==> src/rtl/lc3_mem_defs.sv <==
// Shared definitions for the LC-3 memory arbiter: FSM state encodings and owner IDs.
package lc3_mem_defs;

    typedef enum logic [1:0] {
        StIdle  = 2'd0,
        StIssue = 2'd1,
        StWait  = 2'd2,
        StResp  = 2'd3
    } arb_state_t;

    localparam logic OWN_CPU = 1'b0;
    localparam logic OWN_LD  = 1'b1;

endpackage

==> src/rtl/lc3_rr_arbiter2.sv <==
// Two-way round-robin arbiter; bit 0 is the CPU, bit 1 the loader. CPU wins the first tie.
module lc3_rr_arbiter2 (
    input  logic       clk,
    input  logic       reset,
    input  logic [1:0] req,
    input  logic       advance,
    output logic [1:0] grant
);

    // Set when the loader holds priority for the next tie.
    logic prio_q;

    always_comb begin
        grant = 2'b00;
        unique case (req)
            2'b01:   grant = 2'b01;
            2'b10:   grant = 2'b10;
            2'b11:   grant = prio_q ? 2'b10 : 2'b01;
            default: grant = 2'b00;
        endcase
    end

    always_ff @(posedge clk) begin
        if (reset) begin
            prio_q <= 1'b0;
        end else if (advance && (grant != 2'b00)) begin
            prio_q <= grant[0];
        end
    end

endmodule

==> src/rtl/lc3_mem_arbiter.sv <==
// Shares one synchronous-read RAM between the LC-3 CPU memory path and a loader port,
// one access in flight, fixed latency, round-robin arbitration.
module lc3_mem_arbiter
    import lc3_mem_defs::*;
#(
    parameter int unsigned MEM_LATENCY = 1,
    parameter int unsigned EXTRA_WAIT  = 0,
    parameter int unsigned AW          = 16,
    parameter int unsigned DW          = 16
) (
    input  logic          i_clk,
    input  logic          i_Reset,
    input  logic          i_cpu_mio_en,
    input  logic          i_cpu_r_w,
    input  logic [AW-1:0] i_cpu_addr,
    input  logic [DW-1:0] i_cpu_wdata,
    output logic [DW-1:0] o_cpu_rdata,
    output logic          o_cpu_ready,
    input  logic          i_ld_req,
    input  logic          i_ld_we,
    input  logic [AW-1:0] i_ld_addr,
    input  logic [DW-1:0] i_ld_wdata,
    output logic [DW-1:0] o_ld_rdata,
    output logic          o_ld_ack,
    output logic          o_mem_en,
    output logic          o_mem_we,
    output logic [AW-1:0] o_mem_addr,
    output logic [DW-1:0] o_mem_wdata,
    input  logic [DW-1:0] i_mem_rdata,
    output logic          o_busy
);

    localparam int unsigned CW = $clog2(MEM_LATENCY + EXTRA_WAIT + 1);
    localparam logic [CW-1:0] CntInit = CW'(MEM_LATENCY + EXTRA_WAIT - 1);
    // Counter value in WAIT on the cycle that lies MEM_LATENCY after ISSUE.
    localparam logic [CW-1:0] CntCap  = CW'(EXTRA_WAIT);

    arb_state_t    state_q, state_d;
    logic          owner_q;
    logic          we_q;
    logic [AW-1:0] addr_q;
    logic [DW-1:0] wdata_q;
    logic [CW-1:0] cnt_q;
    logic [DW-1:0] cpu_rdata_q;
    logic [DW-1:0] ld_rdata_q;

    logic [1:0] req;
    logic [1:0] grant;
    logic       take;

    assign req  = {i_ld_req, i_cpu_mio_en};
    assign take = (state_q == StIdle) && (req != 2'b00);

    lc3_rr_arbiter2 u_rr (
        .clk     (i_clk),
        .reset   (i_Reset),
        .req     (req),
        .advance (take),
        .grant   (grant)
    );

    always_ff @(posedge i_clk) begin
        if (i_Reset) begin
            state_q     <= StIdle;
            owner_q     <= OWN_CPU;
            we_q        <= 1'b0;
            addr_q      <= '0;
            wdata_q     <= '0;
            cnt_q       <= '0;
            cpu_rdata_q <= '0;
            ld_rdata_q  <= '0;
        end else begin
            state_q <= state_d;
            // Request copies change only at grant, so the RAM-side outputs hold between accesses.
            if (take) begin
                owner_q <= grant[1] ? OWN_LD : OWN_CPU;
                we_q    <= grant[1] ? i_ld_we    : i_cpu_r_w;
                addr_q  <= grant[1] ? i_ld_addr  : i_cpu_addr;
                wdata_q <= grant[1] ? i_ld_wdata : i_cpu_wdata;
            end
            if (state_q == StIssue) begin
                cnt_q <= CntInit;
            end else if ((state_q == StWait) && (cnt_q != '0)) begin
                cnt_q <= cnt_q - 1'b1;
            end
            if ((state_q == StWait) && (cnt_q == CntCap)) begin
                if (owner_q == OWN_LD) begin
                    ld_rdata_q <= i_mem_rdata;
                end else begin
                    cpu_rdata_q <= i_mem_rdata;
                end
            end
        end
    end

    always_comb begin
        state_d = state_q;
        unique case (state_q)
            StIdle:  if (req != 2'b00) state_d = StIssue;
            StIssue: state_d = StWait;
            StWait:  if (cnt_q == '0) state_d = StResp;
            StResp:  state_d = StIdle;
            default: state_d = StIdle;
        endcase
    end

    assign o_mem_en    = (state_q == StIssue);
    assign o_mem_we    = we_q;
    assign o_mem_addr  = addr_q;
    assign o_mem_wdata = wdata_q;
    assign o_cpu_ready = (state_q == StResp) && (owner_q == OWN_CPU);
    assign o_ld_ack    = (state_q == StResp) && (owner_q == OWN_LD);
    assign o_cpu_rdata = cpu_rdata_q;
    assign o_ld_rdata  = ld_rdata_q;
    assign o_busy      = (state_q != StIdle);

endmodule

==> config.mk <==
export PLATFORM = sky130hd
export DESIGN_NAME = lc3_mem_arbiter
export DESIGN_NICKNAME = d
export VERILOG_FILES = /design/src/rtl/lc3_mem_defs.sv /design/src/rtl/lc3_rr_arbiter2.sv /design/src/rtl/lc3_mem_arbiter.sv
export SDC_FILE = /design/constraint.sdc
export NUM_CORES = 1
export LEC_CHECK = 0
export ABC_AREA = 1
export CAP_MARGIN = 20
export CORE_ASPECT_RATIO = 1.5
export CORE_MARGIN = 2
export CORE_UTILIZATION = 45
export DETAILED_ROUTE_END_ITERATION = 7
export HOLD_SLACK_MARGIN = 0.08
export PLACE_DENSITY = 0.85
export SLEW_MARGIN = 10
export SYNTH_ARGS = -nofsm -noshare
export SYNTH_HDL_FRONTEND = slang
export SYNTH_SLANG_ARGS = --single-unit
==> constraint.sdc <==
create_clock -name i_clk -period 2.51 [get_ports i_clk]
set_clock_uncertainty 0.1 [all_clocks]
set_input_delay 0.502 -clock i_clk [delete_from_list [all_inputs] [get_ports i_clk]]
set_output_delay 0.502 -clock i_clk [all_outputs]
set_load 0.02 [all_outputs]
Word-level counts from Yosys, hierarchy flattened

Index checks and enable logic that the tools add are counted.

Flip-flop bits (word level): 70
Bits in latches: 0
Bits in writable memories: 0
Bits in read-only memories: 0
Input port bits: 86
Logic and storage cells: 43
Memories: 0

Add/sub/neg operators: 1
Multipliers: 0
Div/mod/pow operators: 0
Order comparisons: 0
Equality and inequality tests: 8
Shifts and indexed selects: 0
Mux-type cells: 9
Bitwise operators: 2
Reductions and logical operators: 14

Operator list:

| cell                                                 | count |
|---|---|
| two-way mux 16 bit                                   | 2 |
| equality test 2 bit (second input constant)          | 4 |
| case mux 2 bit (4 select lines)                      | 1 |
| logical AND 1 bit                                    | 6 |
| two-way mux 2 bit                                    | 3 |
| case mux 2 bit (3 select lines)                      | 1 |
| AND reduction 2 bit                                  | 3 |
| nonzero test 2 bit                                   | 3 |
| equality test 2 x 1 -> 1 bit (second input constant) | 2 |
| logical NOT 2 bit                                    | 1 |
| two-way mux 1 bit                                    | 2 |
| != test 2 x 1 -> 1 bit (second input constant)       | 1 |
| != test 2 bit (second input constant)                | 1 |
| inverter 1 bit                                       | 2 |
| OR reduction 2 bit                                   | 1 |
| subtractor 1 bit (second input constant)             | 1 |

Longest topological paths before layout

Gate-level depths: netlist of the first run.

Word-level depth: 4
Gate-level depth with buffers: 8
Depth with buffers taken out: 7

Cells and area by module

From an unflattened synthesis of the first run, not the netlist that was laid out.

Cell total of the unflattened synthesis: 432
Area, all modules: 3161.8 um^2

Modules (own cells, without submodules):

| module          | times used | cells an instance | area each (um^2) | seq. area each (um^2) |
|---|---|---|---|---|
| lc3_mem_arbiter | 1          | 424               | 3101.7           | 1381.3 |
| lc3_rr_arbiter2 | 1          | 8                 | 60.1             | 20.0 |

Worst setup path after synthesis of the first run

No wires, ideal clock.

Kind: flip-flop to flip-flop
Start: register state_q[0]
End: register wdata_q[3] (netlist: o_mem_wdata[3])
Arrival time: 1.284 ns
Data required time: 2.301 ns
Slack: 1.017 ns
Stages on the path, launching flop included: 9
Path through: dfxtp_1 -> inv_1 -> ha_1 -> inv_2 -> nor2_4 -> buf_12 -> nand3_1 -> nand2_1 -> inv_1

Word-level cells in the longest chain between the ends: 2

RTL lines:

| what                   | line                  | source |
|---|---|---|
| from (decl)            | lc3_mem_arbiter.sv:38 | `arb_state_t state_q, state_d;` |
| from (signal assigned) | lc3_mem_arbiter.sv:64 | `state_q <= StIdle;` |
| from (signal assigned) | lc3_mem_arbiter.sv:73 | `state_q <= state_d;` |
| logical NOT 2 bit      | lc3_mem_arbiter.sv:52 | `assign take = (state_q == StIdle) && (req != 2'b00);` |
| logical AND 1 bit      | lc3_mem_arbiter.sv:52 |  |
| to (signal assigned)   | lc3_mem_arbiter.sv:79 | `wdata_q <= grant[1] ? i_ld_wdata : i_cpu_wdata;` |
| to (decl)              | lc3_mem_arbiter.sv:42 | `logic [DW-1:0] wdata_q;` |

No other way between the ends.
A chain may end at the register's enable or synchronous reset.

Final worst setup path of the first run

Start: register state_q[1]
End: output port o_cpu_ready

Word-level cells in the longest chain between the ends: 2

RTL lines:

| what                | line                   | source |
|---|---|---|
| equality test 2 bit | lc3_mem_arbiter.sv:111 | `assign o_cpu_ready = (state_q == StResp) && (owner_q == OWN_CPU);` |
| logical AND 1 bit   | lc3_mem_arbiter.sv:111 |  |
| to (decl)           | lc3_mem_arbiter.sv:18  | `output logic o_cpu_ready,` |

No other way between the ends.

==> impl_metrics.tcl, run 1 <==
set metrics [dict create \
    rr_worst_depth 8 \
    ctsLongestPathBuffers 2 \
    cts_hold_buffers 0 \
    path_buf_inv 2 \
    vias 3409 \
    hold_depth 2 \
    synthCells 465 \
    ys_ff_latch 70 \
    grt_pass1_vias 3357 \
    grt_pass1_wl_um 14570 \
    setup_slack_ps 276.6 \
    synth.distinct_cells 24 \
    hp-class "flop to flop" \
    wirelength_um 8990 \
    finalCritPeriodShare 0.8898 \
    crit_chain "ha_1, inv_1, nor2_1, clkdlybuf4s50_1" \
    tritoncts "done" \
    nNetsFinal 698 \
    crit_path_start "state_q[1]" \
    fin_crit_ps 2233 \
    ys_seq_area_frac 0.4228 \
    die_h_um 109.1 \
    rsz0062_at_grt "no" \
    syn_area_sq_mm 0.003314 \
    slew_violations 0 \
    area_growth_pct 52.06 \
    hold_viol_final 0 \
    viasPerCell 4.781 \
    ir_drop_mv 0.4933 \
    grt_max_degree 35 \
    critPathKind "flop to output pin" \
    fin_util 0.7020 \
    wl_per_cell_um 12.61 \
    cts_made_buffers 9 \
    setup_viol 0 \
    hp-start "o_ld_rdata[2]" \
    tightest_slew_ps 584.5 \
    dp_hpwl_um 6791 \
    core-area_sq_mm 0.007179 \
    globalplace.congestion 0.8352 \
    cp.arrival_ps 1630 \
    ant_nets 0 \
    grt_use_total 0.2315 \
    stdcell_area_sq_mm 0.005040 \
    fmax_ghz 0.4478 \
    fin_hold_ws_ps 345.0 \
    overflow 0 \
    cpPeakStageDelay_ps 620 \
    rr_startpoint "state_q[0]" \
    clk_pin_slew_ps 70 \
    clk_latency_ps 340 \
    synth_area_per_cell_sq_um 7.128 \
    critPathTopFamily "buffers and inverters" \
    start_util 0.4617 \
    row_count 38 \
    power_density_mw_per_mm2 900.8 \
    p_leak_nw 2.181 \
    relSlewSlack 0.6089 \
    critPathLaunchType "flop" \
    drtIter0Drc 88 \
    drt-pass1-iter-count 5 \
    synthesis.nets 555 \
    required_ps 1910 \
    worstPathMaxFanout 4 \
    setup_tns_ps 0 \
    cts_htree_levels 3 \
    status "finished, final reports clean" \
    maxCapViolations 0 \
    die_area_sq_mm 0.008082 \
    drive_gt1_frac 0.07015 \
    port-buffer-count 154 \
    antenna_found_initial 0 \
    diodes 0 \
    drc 0 \
    end_kind "output pin" \
    critical-path-slowest-cell "clkdlybuf4s50_1" \
    die_x_um 74.08 \
    cts_root_buf "clkbuf_8" \
    cp_num_cells 4 \
    pin_count 155 \
    cts_sinks 70 \
    yosysWarnings 0 \
    place_area_sq_mm 0.004870 \
    dp_slack_ps 386.9 \
]
-- worst paths after layout --
path              slack (ps)        endpoint
hold reg to reg          350   o_ld_rdata[2]
hold / removal           350   o_ld_rdata[2]
setup / recovery         280     o_cpu_ready
setup reg to reg         760  o_mem_wdata[4]
-- per-layer routing --
metal,track usage,share of wire,vias up
met5,0,0,-
met4,0.1130,0.013,0
met3,0.06007,0.076,8
met2,0.4152,0.52,136
met1,0.2441,0.39,1502
li1,-,-,1763
-- worst register-to-register path, delay by kind of cell, from the launching register on --
kind          cells  cell delay (ps)
simple gates      3              470
buf+inv           4              450
flops             1              330
fa+ha+maj         1              300
-- state kept, by name, indices dropped and copies added (netlist names) --
signal / flops
o_cpu_rdata: 16
cnt_q: 1
o_mem_addr: 16
o_ld_rdata: 16
u_rr.prio_q: 1
owner_q: 1
state_q: 2
o_mem_wdata: 16
o_mem_we: 1
-- layout by cell type (no fill, tap or decap) --
cell | synthesis | routed
nand3b_1 | 1 | 1
buf_2 | 11 | 1
clkdlybuf4s50_1 | 0 | 152
nor2_1 | 3 | 3
buf_12 | 1 | 1
dlymetal6s2s_1 | 0 | 1
nand3_2 | 12 | 12
inv_2 | 3 | 3
nor4_1 | 1 | 1
o21ai_0 | 16 | 16
clkinvlp_4 | 0 | 1
nand3_1 | 57 | 57
dfxtp_1 | 70 | 70
buf_4 | 4 | 8
nand4_1 | 16 | 16
o21ai_1 | 1 | 1
inv_1 | 88 | 88
a21oi_1 | 69 | 69
clkinv_2 | 0 | 3
nor2_4 | 1 | 1
nand2_1 | 89 | 89
clkbuf_1 | 9 | 2
ha_1 | 4 | 4
clkbuf_8 | 0 | 10
nand2_2 | 2 | 2
o21ai_4 | 1 | 1
-- report_power, final --
group	switching [W]	internal, W	leakage, nW
combinational	0.00122	0.000987	1.52
clock	0.000402	0.000381	0.0861
sequential	0.000152	0.00140	0.574
-- cell type report --
type                            count  area (sq um)
Clock inverter                      4         22.52
Multi-Input combinational cell    273          1385
Tap cell                          100         125.1
Fill cell                         595          2140
Sequential cell                    70          1401
Timing Repair Buffer              163          1619
Inverter                           91         341.6
Clock buffer                       12         145.1
-- logic make-up after synthesis --
family,synth area share
AND/OR/NAND/NOR,0.2680
buffers and inverters,0.1593
AO/OA/AOI/OAI,0.1348
flip-flops,0.4228
adder cells (fa/ha/maj),0.01510
-- metrics by stage --
stage | cells | total power, W
finish | 713 | 0.004540
global route | 713 | 0.004853
CTS | 713 | 0.004583
detailed placement | 697 | 0.003787
global placement | 697 | 0.003728
floorplan | 465 | 0.002922
-- cells in the mapped netlist, drive strengths merged --
cell type / count / area share
inv: 91 / 0.10
nand2: 91 / 0.10
dfxtp: 70 / 0.42
a21oi: 69 / 0.10
nand3: 69 / 0.12
buf: 20 / 0.043
o21ai: 18 / 0.031
nand4: 16 / 0.030
clkbuf: 11 / 0.013
ha: 4 / 0.015
nor2: 4 / 0.0068
nand3b: 1 / 0.0023
nor4: 1 / 0.0019
-- repair_timing --
item | CTS | global route
setup endpoints to repair | 0 | 1
setup buffers | 0 | 0
resized for setup | 0 | 1
No activity file was read; power rests on OpenSTA's default activity.
==> run 2: changes to the inputs <==
CTS_CLUSTER_SIZE = 24   (was default)
SLEW_MARGIN = default   (was 10)
clock period = 2.57 ns   (was 2.51 ns; I/O delays follow)
==> impl_metrics.tcl, run 2 (same netlist as run 1, synthesis figures left out) <==
set metrics [dict create \
    critPathLaunchType "flop" \
    setup_tns_ps 0 \
    core-area_sq_mm 0.007179 \
    cts_hold_buffers 0 \
    ctsLongestPathBuffers 2 \
    grt_use_total 0.2304 \
    cts_sinks 70 \
    layout.cells.most_common "clkdlybuf4s50_1" \
    power_density_mw_per_mm2 903.4 \
    cts_htree_levels 3 \
    fillers 579 \
    status "finished, final reports clean" \
    ant_nets 0 \
    overflow 0 \
    area_growth_pct 52.77 \
    tightest_slew_ps 965.3 \
    hold_depth 2 \
    critPathKind "flop to output pin" \
    clk_pin_slew_ps 70 \
    vias 3500 \
    grt_pass1_wl_um 14490 \
    post_cts_buffers 0 \
    antenna_found_initial 0 \
    wirelength_um 9204 \
    fin_crit_ps 2467 \
    place_inst 696 \
    drt-pass1-iter-count 4 \
    setup_slack_ps 103.5 \
    required_ps 1960 \
    stdcell_area_sq_mm 0.005064 \
    dp_hpwl_um 6845 \
    row_count 38 \
    cts_resized 0 \
    die_x_um 74.08 \
    die_area_sq_mm 0.008082 \
    fmax_ghz 0.4054 \
    drc 0 \
    drtIter0Drc 181 \
    setup_viol 0 \
    relSlewSlack 0.3546 \
    dp_slack_ps 362.0 \
    clk_latency_ps 340 \
    grt_pass1_vias 3359 \
    end_kind "output pin" \
    viasPerCell 4.916 \
    p_leak_nw 2.180 \
    grt_max_degree 35 \
    tritoncts "done" \
    start_util 0.4617 \
    cts_made_buffers 9 \
    hp-class "flop to flop" \
    fin_util 0.7053 \
    wl_per_cell_um 12.93 \
    nNetsFinal 697 \
    maxCapViolations 0 \
    final_cells 712 \
    place_area_sq_mm 0.004862 \
    drive_gt1_frac 0.06863 \
    cts_root_buf "clkbuf_8" \
    rsz0062_at_grt "no" \
    most-common-layout-cells "clkdlybuf4s50_1 (153), nand2_1 (89), inv_1 (88)" \
    pin_count 155 \
    worstPathMaxFanout 5 \
    port-buffer-count 154 \
    diodes 0 \
    rr_worst_depth 4 \
    slew_violations 0 \
    ir_drop_mv 0.5076 \
    hold_viol_final 0 \
    die_h_um 109.1 \
    cp.arrival_ps 1850 \
    finalCritPeriodShare 0.9597 \
    globalplace.congestion 0.8857 \
]
-- run 2: cell types whose count changed in the layout (fill, tap and decap cells not counted) --
cell	previous run	this run
dlymetal6s2s_1	1	0
clkinv_2	3	1
bufinv_16	0	1
clkbuf_8	10	11
buf_4	8	7
clkdlybuf4s50_1	152	153
-- run 2: through the flow --
stage / hold slack [ps] / power (W)
2_1_floorplan: 344.5 / 0.002854
3_3_place_gp: 332.7 / 0.003640
3_5_place_dp: 336.0 / 0.003705
4_1_cts: 347.1 / 0.004614
5_1_grt: 362.5 / 0.004873
6_report: 345.2 / 0.004574
-- run 2: cell type report --
type | instances | area, sq um | share of cell area
multi-input combinational | 273 | 1385 | 0.2735
inverter | 91 | 341.6 | 0.06746
timing repair buffer | 162 | 1609 | 0.3178
sequential | 70 | 1401 | 0.2767
clock buffer | 13 | 158.9 | 0.03138
clock inverter | 3 | 42.54 | 0.008401
tap | 100 | 125.1 | 0.02471
-- run 2: final timing paths --
check	startpoint	to	slack, ps
worst min register to register	o_ld_rdata[1]	o_ld_rdata[1]	350
worst max-delay path	state_q[1]	o_busy	100
worst max register to register	cnt_q	o_ld_rdata[9]	490
worst min-delay path	o_ld_rdata[1]	o_ld_rdata[1]	350
-- run 2: critical path: stages, from the launching register on --
cell and delay [ps]:
dfxtp_1 390, inv_1 90, ha_1 280, inv_2 120, clkdlybuf4s50_1 630
-- run 2: power breakdown --
group          switching [W]  internal (W)  total, W
Clock               0.000394      0.000501  0.000895
Sequential          0.000154       0.00136   0.00152
Combinational        0.00120      0.000962   0.00216
-- run 2: routing by layer --
| metal | up-vias | track usage | wire length [um] |
|---|---|---|---|
| li1 | 1757 | - | - |
| met1 | 1592 | 0.2414 | 3456 |
| met2 | 130 | 0.4063 | 4825 |
| met3 | 21 | 0.05268 | 669 |
| met4 | 0 | 0.1403 | 252 |
| met5 | - | 0 | 0 |
==> run 3: changes to the inputs <==
CTS_CLUSTER_SIZE = 12   (was 24)
==> results of run 3 <==
Same layout as run 2: the final DEF is identical, and so are final timing and power.
